**src/rtl/cs_subtractor_seq.sv**
```systemverilog
// Sequential carry-select subtractor: resolves one SLICE-bit slice per clock, low slice first.
// Optional `define CS_SUB_ADD_EN adds an op_add port selecting a + b + bin instead of a - b - bin.
module cs_subtractor_seq #(
  parameter int WIDTH = 16,
  parameter int SLICE = 4
) (
  input  logic             clk,
  input  logic             rst,
  input  logic             in_valid,
  output logic             in_ready,
  input  logic [WIDTH-1:0] a,
  input  logic [WIDTH-1:0] b,
  input  logic             bin,
`ifdef CS_SUB_ADD_EN
  input  logic             op_add,
`endif
  output logic             out_valid,
  input  logic             out_ready,
  output logic [WIDTH-1:0] diff,
  output logic             bout,
  output logic             ovf
);

  localparam int NSL  = WIDTH / SLICE;
  localparam int IDXW = (NSL > 1) ? $clog2(NSL) : 1;

  typedef enum logic [1:0] {IDLE, RUN, DONE} state_t;

  state_t           state_q, state_d;
  logic [IDXW-1:0]  idx_q, idx_d;
  logic [WIDTH-1:0] a_q, a_d;
  logic [WIDTH-1:0] bx_q, bx_d;
  logic             carry_q, carry_d;
  logic             add_q, add_d;
  logic [WIDTH-1:0] diff_q, diff_d;
  logic             bout_q, bout_d;
  logic             ovf_q, ovf_d;

  logic [SLICE-1:0] a_sl, b_sl;
  logic [SLICE:0]   sum0, sum1, sel;
  logic             last_slice;

  // Both carry-in candidates are formed every cycle; the running carry picks one.
  always_comb begin
    a_sl = '0;
    b_sl = '0;
    for (int i = 0; i < NSL; i++) begin
      if (idx_q == IDXW'(i)) begin
        a_sl = a_q[i*SLICE +: SLICE];
        b_sl = bx_q[i*SLICE +: SLICE];
      end
    end
    sum0       = {1'b0, a_sl} + {1'b0, b_sl};
    sum1       = {1'b0, a_sl} + {1'b0, b_sl} + (SLICE+1)'(1);
    sel        = carry_q ? sum1 : sum0;
    last_slice = (idx_q == IDXW'(NSL - 1));
  end

  always_comb begin
    state_d = state_q;
    idx_d   = idx_q;
    a_d     = a_q;
    bx_d    = bx_q;
    carry_d = carry_q;
    add_d   = add_q;
    diff_d  = diff_q;
    bout_d  = bout_q;
    ovf_d   = ovf_q;
    unique case (state_q)
      IDLE: begin
        if (in_valid) begin
          a_d     = a;
          bx_d    = ~b;
          carry_d = ~bin;
          add_d   = 1'b0;
`ifdef CS_SUB_ADD_EN
          if (op_add) begin
            bx_d    = b;
            carry_d = bin;
            add_d   = 1'b1;
          end
`endif
          idx_d   = '0;
          state_d = RUN;
        end
      end
      RUN: begin
        for (int i = 0; i < NSL; i++) begin
          if (idx_q == IDXW'(i)) diff_d[i*SLICE +: SLICE] = sel[SLICE-1:0];
        end
        carry_d = sel[SLICE];
        idx_d   = idx_q + IDXW'(1);
        if (last_slice) begin
          // bx_q already holds ~b for subtract, so one sign-compare covers both modes.
          bout_d  = add_q ? sel[SLICE] : ~sel[SLICE];
          ovf_d   = (a_q[WIDTH-1] == bx_q[WIDTH-1]) && (diff_d[WIDTH-1] != a_q[WIDTH-1]);
          idx_d   = '0;
          state_d = DONE;
        end
      end
      DONE: begin
        if (out_ready) state_d = IDLE;
      end
      default: state_d = IDLE;
    endcase
  end

  always_ff @(posedge clk) begin
    if (rst) begin
      state_q <= IDLE;
      idx_q   <= '0;
      a_q     <= '0;
      bx_q    <= '0;
      carry_q <= 1'b0;
      add_q   <= 1'b0;
      diff_q  <= '0;
      bout_q  <= 1'b0;
      ovf_q   <= 1'b0;
    end else begin
      state_q <= state_d;
      idx_q   <= idx_d;
      a_q     <= a_d;
      bx_q    <= bx_d;
      carry_q <= carry_d;
      add_q   <= add_d;
      diff_q  <= diff_d;
      bout_q  <= bout_d;
      ovf_q   <= ovf_d;
    end
  end

  assign in_ready  = (state_q == IDLE);
  assign out_valid = (state_q == DONE);
  assign diff      = diff_q;
  assign bout      = bout_q;
  assign ovf       = ovf_q;

endmodule

```
**config.mk**
```make
export PLATFORM = sky130hd
export DESIGN_NAME = cs_subtractor_seq
export DESIGN_NICKNAME = d
export VERILOG_FILES = /design/src/rtl/cs_subtractor_seq.sv
export SDC_FILE = /design/constraint.sdc
export NUM_CORES = 1
export LEC_CHECK = 0
export CORE_MARGIN = 2
export CORE_UTILIZATION = 54
export DETAILED_ROUTE_END_ITERATION = 7
export HOLD_SLACK_MARGIN = 0.02
export PLACE_DENSITY = 0.84
export SLEW_MARGIN = 20
export SYNTH_ARGS = -nofsm -noshare
export SYNTH_HDL_FRONTEND = slang
export SYNTH_SLANG_ARGS = --single-unit
```
**constraint.sdc**
```tcl
create_clock -name clk -period 8.9 [get_ports clk]
set_clock_uncertainty 0.05 [all_clocks]
set_input_delay 1.78 -clock clk [delete_from_list [all_inputs] [get_ports clk]]
set_output_delay 1.78 -clock clk [all_outputs]
set_load 0.01 [all_outputs]
```
Word-level counts from Yosys, hierarchy flattened. Cells that the tools add are included.

Output and inout bits: 20. Input bits: 37. Register bits after elaboration: 55. Word-level logic and storage cells: 60.

Reduce and logical (&&, ||, !) cells: 12. $add $sub $neg: 3. Bitwise operators: 3. Mux-type cells: 20. Equality and inequality tests: 10.

Operators by type and width (count): two-way mux 4 bit (10); NOT 16 bit (1); AND reduction 2 bit (7); two-way mux 2 bit (5); equality test 2 bit, second input constant (3); one-hot mux 2 bit (3 select lines) (1); adder 4 x 4 -> 5 bit (1); adder 5 x 1 -> 5 bit, second input constant (1); two-way mux 5 bit (1); equality test 2 x 1 -> 1 bit, second input constant (2); zero test 2 bit (2); inequality test 2 bit, second input constant (2); one-hot mux 2 bit (2 select lines) (1); AND reduction 3 bit (1); adder 2 x 1 -> 2 bit, second input constant (1); inequality test 2 x 1 -> 1 bit, second input constant (1); NOT 1 bit (2); one-hot mux 1 bit (2 select lines) (1); nonzero test 2 bit (1); equality test 1 bit (1); logical AND 1 bit (1); two-way mux 1 bit (1); inequality test 1 bit (1).

Depth between registers and ports, before layout.
Depth after elaboration: 12. Gate-level depth with buffers: 15. Depth with buffers taken out: 14.

Least setup slack after synthesis. Ideal clock, no wire load.

Path type: register -> register. From: reg idx_q[1]. To: reg ovf_q, in the netlist ovf. Buffers on the path: 1. Data arrival time: 2991 ps. Required time: 8762 ps. Cell stages (with the launch flop): 14. Setup slack: 5771 ps. Cells stage by stage: dfxtp_1 inv_1 ha_1 clkbuf_1 nand3b_1 a21oi_1 a21oi_1 o21ai_0 ha_1 a21o_1 a21oi_1 xor3_1 nand3b_1 a311oi_2.

Word-level cells in the longest chain between the ends: 12.

RTL lines: start: declaration (RTL line 30) `logic [IDXW-1:0] idx_q, idx_d;`; start signal: assignment (RTL line 121) `idx_q <= idx_d;`; zero test 2 bit (RTL line 48) `if (idx_q == IDXW'(i)) begin`; two-way mux 4 bit (4 in series) (RTL line 48); adder 4 x 4 -> 5 bit (RTL line 53, 54); adder 5 x 1 -> 5 bit (RTL line 54) `sum1 = {1'b0, a_sl} + {1'b0, b_sl} + (SLICE+1)'(1);`; two-way mux 5 bit (RTL line 55) `sel = carry_q ? sum1 : sum0;`; two-way mux 4 bit (RTL line 89) `if (idx_q == IDXW'(i)) diff_d[i*SLICE +: SLICE] = sel[SLICE-1:0];`; two-way mux 4 bit (RTL line 69) `unique case (state_q)`; inequality test 1 bit (RTL line 96) `ovf_d = (a_q[WIDTH-1] == bx_q[WIDTH-1]) && (diff_d[WIDTH-1] != a_q[WIDTH-1]);`; logical AND 1 bit (RTL line 96); end signal: assignment (RTL line 128) `ovf_q <= ovf_d;`; end: declaration (RTL line 37) `logic ovf_q, ovf_d;`.

Several ways; a longest one is shown, not always the timed one. The select of a mux whose other input is x is not followed. A chain may end at the register's enable or synchronous reset.

Final worst setup path. Ends and elaborated chain as after synthesis.

==> impl_metrics.csv <==
group,metric,value,unit
worst_setup_path,cp_data_arrival_time,3.65,ns
clocking,post_cts_buffers,0,
global_routing,gr-total-overflow,0,
yosys,ys_ff_latch,55,
worst_setup_path,crit_type,"register to register",
run_status,status,"complete, no violations",
clocking,h-tree-depth,2,
worst_setup_path,crit_chain,"inv_1 > ha_1 > nand3b_1 > a21oi_1 > a21oi_1 > o21ai_0 > ha_1 > a21o_1 > a21oi_1 > xor3_1 > nand3b_1 > a311oi_2",
worst_setup_path,max_stage_delay,0.48,ns
clocking,cts.sinks,55,
yosys,syn_nets,356,
yosys,yosys_warnings,0,
worst_setup_path,reg2reg_depth,12,
worst_setup_path,path_common_cell,"a21oi_1",
power,sw_frac_of_total,26.7,%
worst_setup_path,cp_slowest_cell,"xor3_1",
global_routing,met1_usage,29.5,%
floorplan,dieHeight,72.4,um
timing,max_clock_freq,288,MHz
timing,slew_viol_final,0,
floorplan,die_area,0.00524,mm^2
detailed_routing,ant_nets,0,
worst_hold_path,whs_path_depth,2,
worst_setup_path,reg2reg_from,"idx_q[1]",
power,p_leak,1.15,nW
worst_hold_path,min_to,"a_q[13]",
yosys,ys.flop_type,"dfxtp_1",
detailed_routing,drc,0,
timing,holdWs,0.411,ns
clocking,cts-root-buf,"clkbuf_8",
detailed_routing,dr_total_vias,2236,
power,combinationalPowerShare,18.4,%
detailed_routing,viasPerCell,5.58,
worst_setup_path,start_kind,"register",
timing,layout_min_cycle_time,3.47,ns
clocking,cts_tree,"done",
worst_hold_path,hold_path_class,"register to register",
worst_setup_path,cp-end-kind,"register",
timing,tightest_slew,1.01,ns
floorplan,ioPinCount,57,
detailed_routing,routed_wirelength,5470,um
global_routing,top_usage_layer,"met2",
worst_setup_path,reg2reg_to,"ovf",
yosys,synthArstFlopShare,0,%
global_routing,grtUsageMet2,35.9,%
yosys,syn_avg_cell_area,8.18,um^2
worst_setup_path,critical_path_buf_inv_count,1,
global_routing,grt_first_pass_wirelength,9170,um
yosys,synth_area,0.00253,mm^2
detailed_routing,wire_per_inst,13.7,um
global_routing,antenna_found_initial,0,
worst_setup_path,crit_required,9.08,ns
job,drv_cap,0,
global_routing,grtUsageTotal,22.2,%
detailed_routing,drtIter0Drc,107,
timing,fin_setup_tns,0,ns
final_layout,area_growth,24.6,%
worst_hold_path,hold_path.startpoint,"a_q[13]",
power,internal_power,0.365,mW
clocking,cts_buffers,5,
power,ir_worst_vdd,0.0868,mV
power,p_sw,0.133,mW
placed_design,hpwl,3960,um
global_routing,grt_use_met3,5.42,%
clocking,clockBufferDepth,2,
worst_setup_path,crit_fanout,17,
timing,finalHoldViolations,0,
clocking,cts_resized,0,
timing,finalCritPeriodShare,39.0,%
power,clockPowerShare,27.7,%
placed_design,pre_cts_ws,5.45,ns
floorplan,die_x,72.4,um
clocking,clock_latency,0.31,ns
worst_setup_path,r2r_setup_slack,5.43,ns
clocking,cts_hold_buf,0,
floorplan,initial_core_util,56.8,%
yosys,synth_edf_count,0,
power,cellPowerDensity,158,mW/mm^2
timing,setup_ws,5.43,ns
power,seqPwrFrac,53.9,%
floorplan,coreArea,0.00444,mm^2
placed_design,place_congestion,0.951,
detailed_routing,dr.pass1.iters,4,
timing,slew_headroom,32.6,%
placed_design,portBuffers,56,
timing,rsz0062_at_grt,"no",
yosys,seq_area_frac_synth,43.6,%
yosys,syn_inst,309,
global_routing,grt_pass1_vias,2015,
clocking,clkTransAtPathRegs,0.09,ns
final_layout,diodes,0,
worst_setup_path,path_delay_family,"compound AO/OA/AOI/OAI gates",
floorplan,num_rows,24,
global_routing,grt_max_degree,57,
final_layout,nets,396,
timing,timing.final.setup_violations,0,
yosys,ys_types,32,
final_layout,drive_above_1_share,3.72,%
layer usage:
layer,vias to the layer above,part of all wire [%]
li1,1137,-
met2,60,49
met4,0,1.3
met3,6,5.6
met1,1033,44
met5,-,0
flip-flops by register name (all words and copies together), names as in the netlist:
| signal | count |
|---|---|
| carry_q | 1 |
| idx_q | 2 |
| bx_q | 16 |
| bout | 1 |
| state_q | 2 |
| diff | 16 |
| ovf | 1 |
| a_q | 16 |
cell usage in the layout, fill, tap and decap left out, types with 2 or more instances in the layout:
master            n
a211oi_1         25
xnor2_1           2
nand2_1          56
nand4_1           4
nor2b_1           3
ha_1              9
inv_1             3
dfxtp_1          55
nor3_1            2
nand3b_1          9
clkbuf_8          6
and2_1            5
o21ai_0          10
mux2i_1           8
nor2_1           42
a21oi_1          37
a22oi_1           2
clkdlybuf4s50_1  55
worst max-delay path by stage:
stage,start,end,slack (ns),cells after the start
after floorplan,idx_q[1],ovf,5.77,13
after global placement,idx_q[1],ovf,5.59,12
after detailed placement,idx_q[1],ovf,5.45,12
after CTS,idx_q[1],ovf,5.42,12
after global routing,idx_q[1],ovf,5.13,12
final,idx_q[1],ovf,5.43,12
power groups by stage:
stage | registers, mW | logic (mW) | clock network [mW]
after detailed placement | 0.274 | 0.0918 | 0
after global placement | 0.274 | 0.0891 | 0
after global routing | 0.270 | 0.102 | 0.147
after floorplan | 0.272 | 0.0582 | 0
final | 0.268 | 0.0917 | 0.138
after CTS | 0.268 | 0.0922 | 0.141
worst reg2reg max path, stage by stage (launching register included):
cell and delay (ns):
dfxtp_1 0.39, inv_1 0.08, ha_1 0.34, nand3b_1 0.23, a21oi_1 0.15, a21oi_1 0.05, o21ai_0 0.39, ha_1 0.31
a21o_1 0.17, a21oi_1 0.32, xor3_1 0.48, nand3b_1 0.21, a311oi_2 0.22
Yosys cell counts (4+ instances only):
library cell / number / area [um^2]
nand3b_1: 9 / 67.6
dfxtp_1: 55 / 1100
and2_1: 5 / 31.3
nand4_1: 4 / 25.0
clkbuf_1: 18 / 67.6
nand2_1: 56 / 210
a211oi_1: 25 / 188
o21ai_0: 10 / 50.1
mux2i_1: 8 / 80.1
a21oi_1: 37 / 185
ha_1: 9 / 113
nor2_1: 42 / 158
cells by family (layout without fill, tap and decap cells):
kind of cell / count (synthesis) / after routing / share of synthesized area [%]
AOI/OAI and AO/OA: 81 / 81 / 20.0
xor gates and xnor gates: 4 / 4 / 2.28
adders and majority gates: 10 / 10 / 5.25
buffers and inverters: 27 / 67 / 4.16
DFF: 55 / 55 / 43.6
muxes: 9 / 9 / 3.62
and+or+nand+nor: 123 / 123 / 21.1
area by class of cell:
type | instances | area (um^2)
well taps | 52 | 65.1
multi-input cells | 227 | 1320
clock buffers | 6 | 82.6
clock inverters | 1 | 5.00
flip-flops and latches | 55 | 1100
repair buffers | 57 | 563
inverters | 3 | 11.3
fillers | 367 | 1300
through the flow:
stage | instances | power, mW | cell area, um^2 | util (%)
global route | 401 | 0.519 | 3150 | 70.8
detailed placement | 394 | 0.366 | 3060 | 68.9
global placement | 394 | 0.363 | 3060 | 68.9
floorplan | 309 | 0.330 | 2530 | -
CTS | 401 | 0.501 | 3150 | 70.8
finish | 401 | 0.498 | 3150 | 70.8
Power figures use the tool's default switching activity.
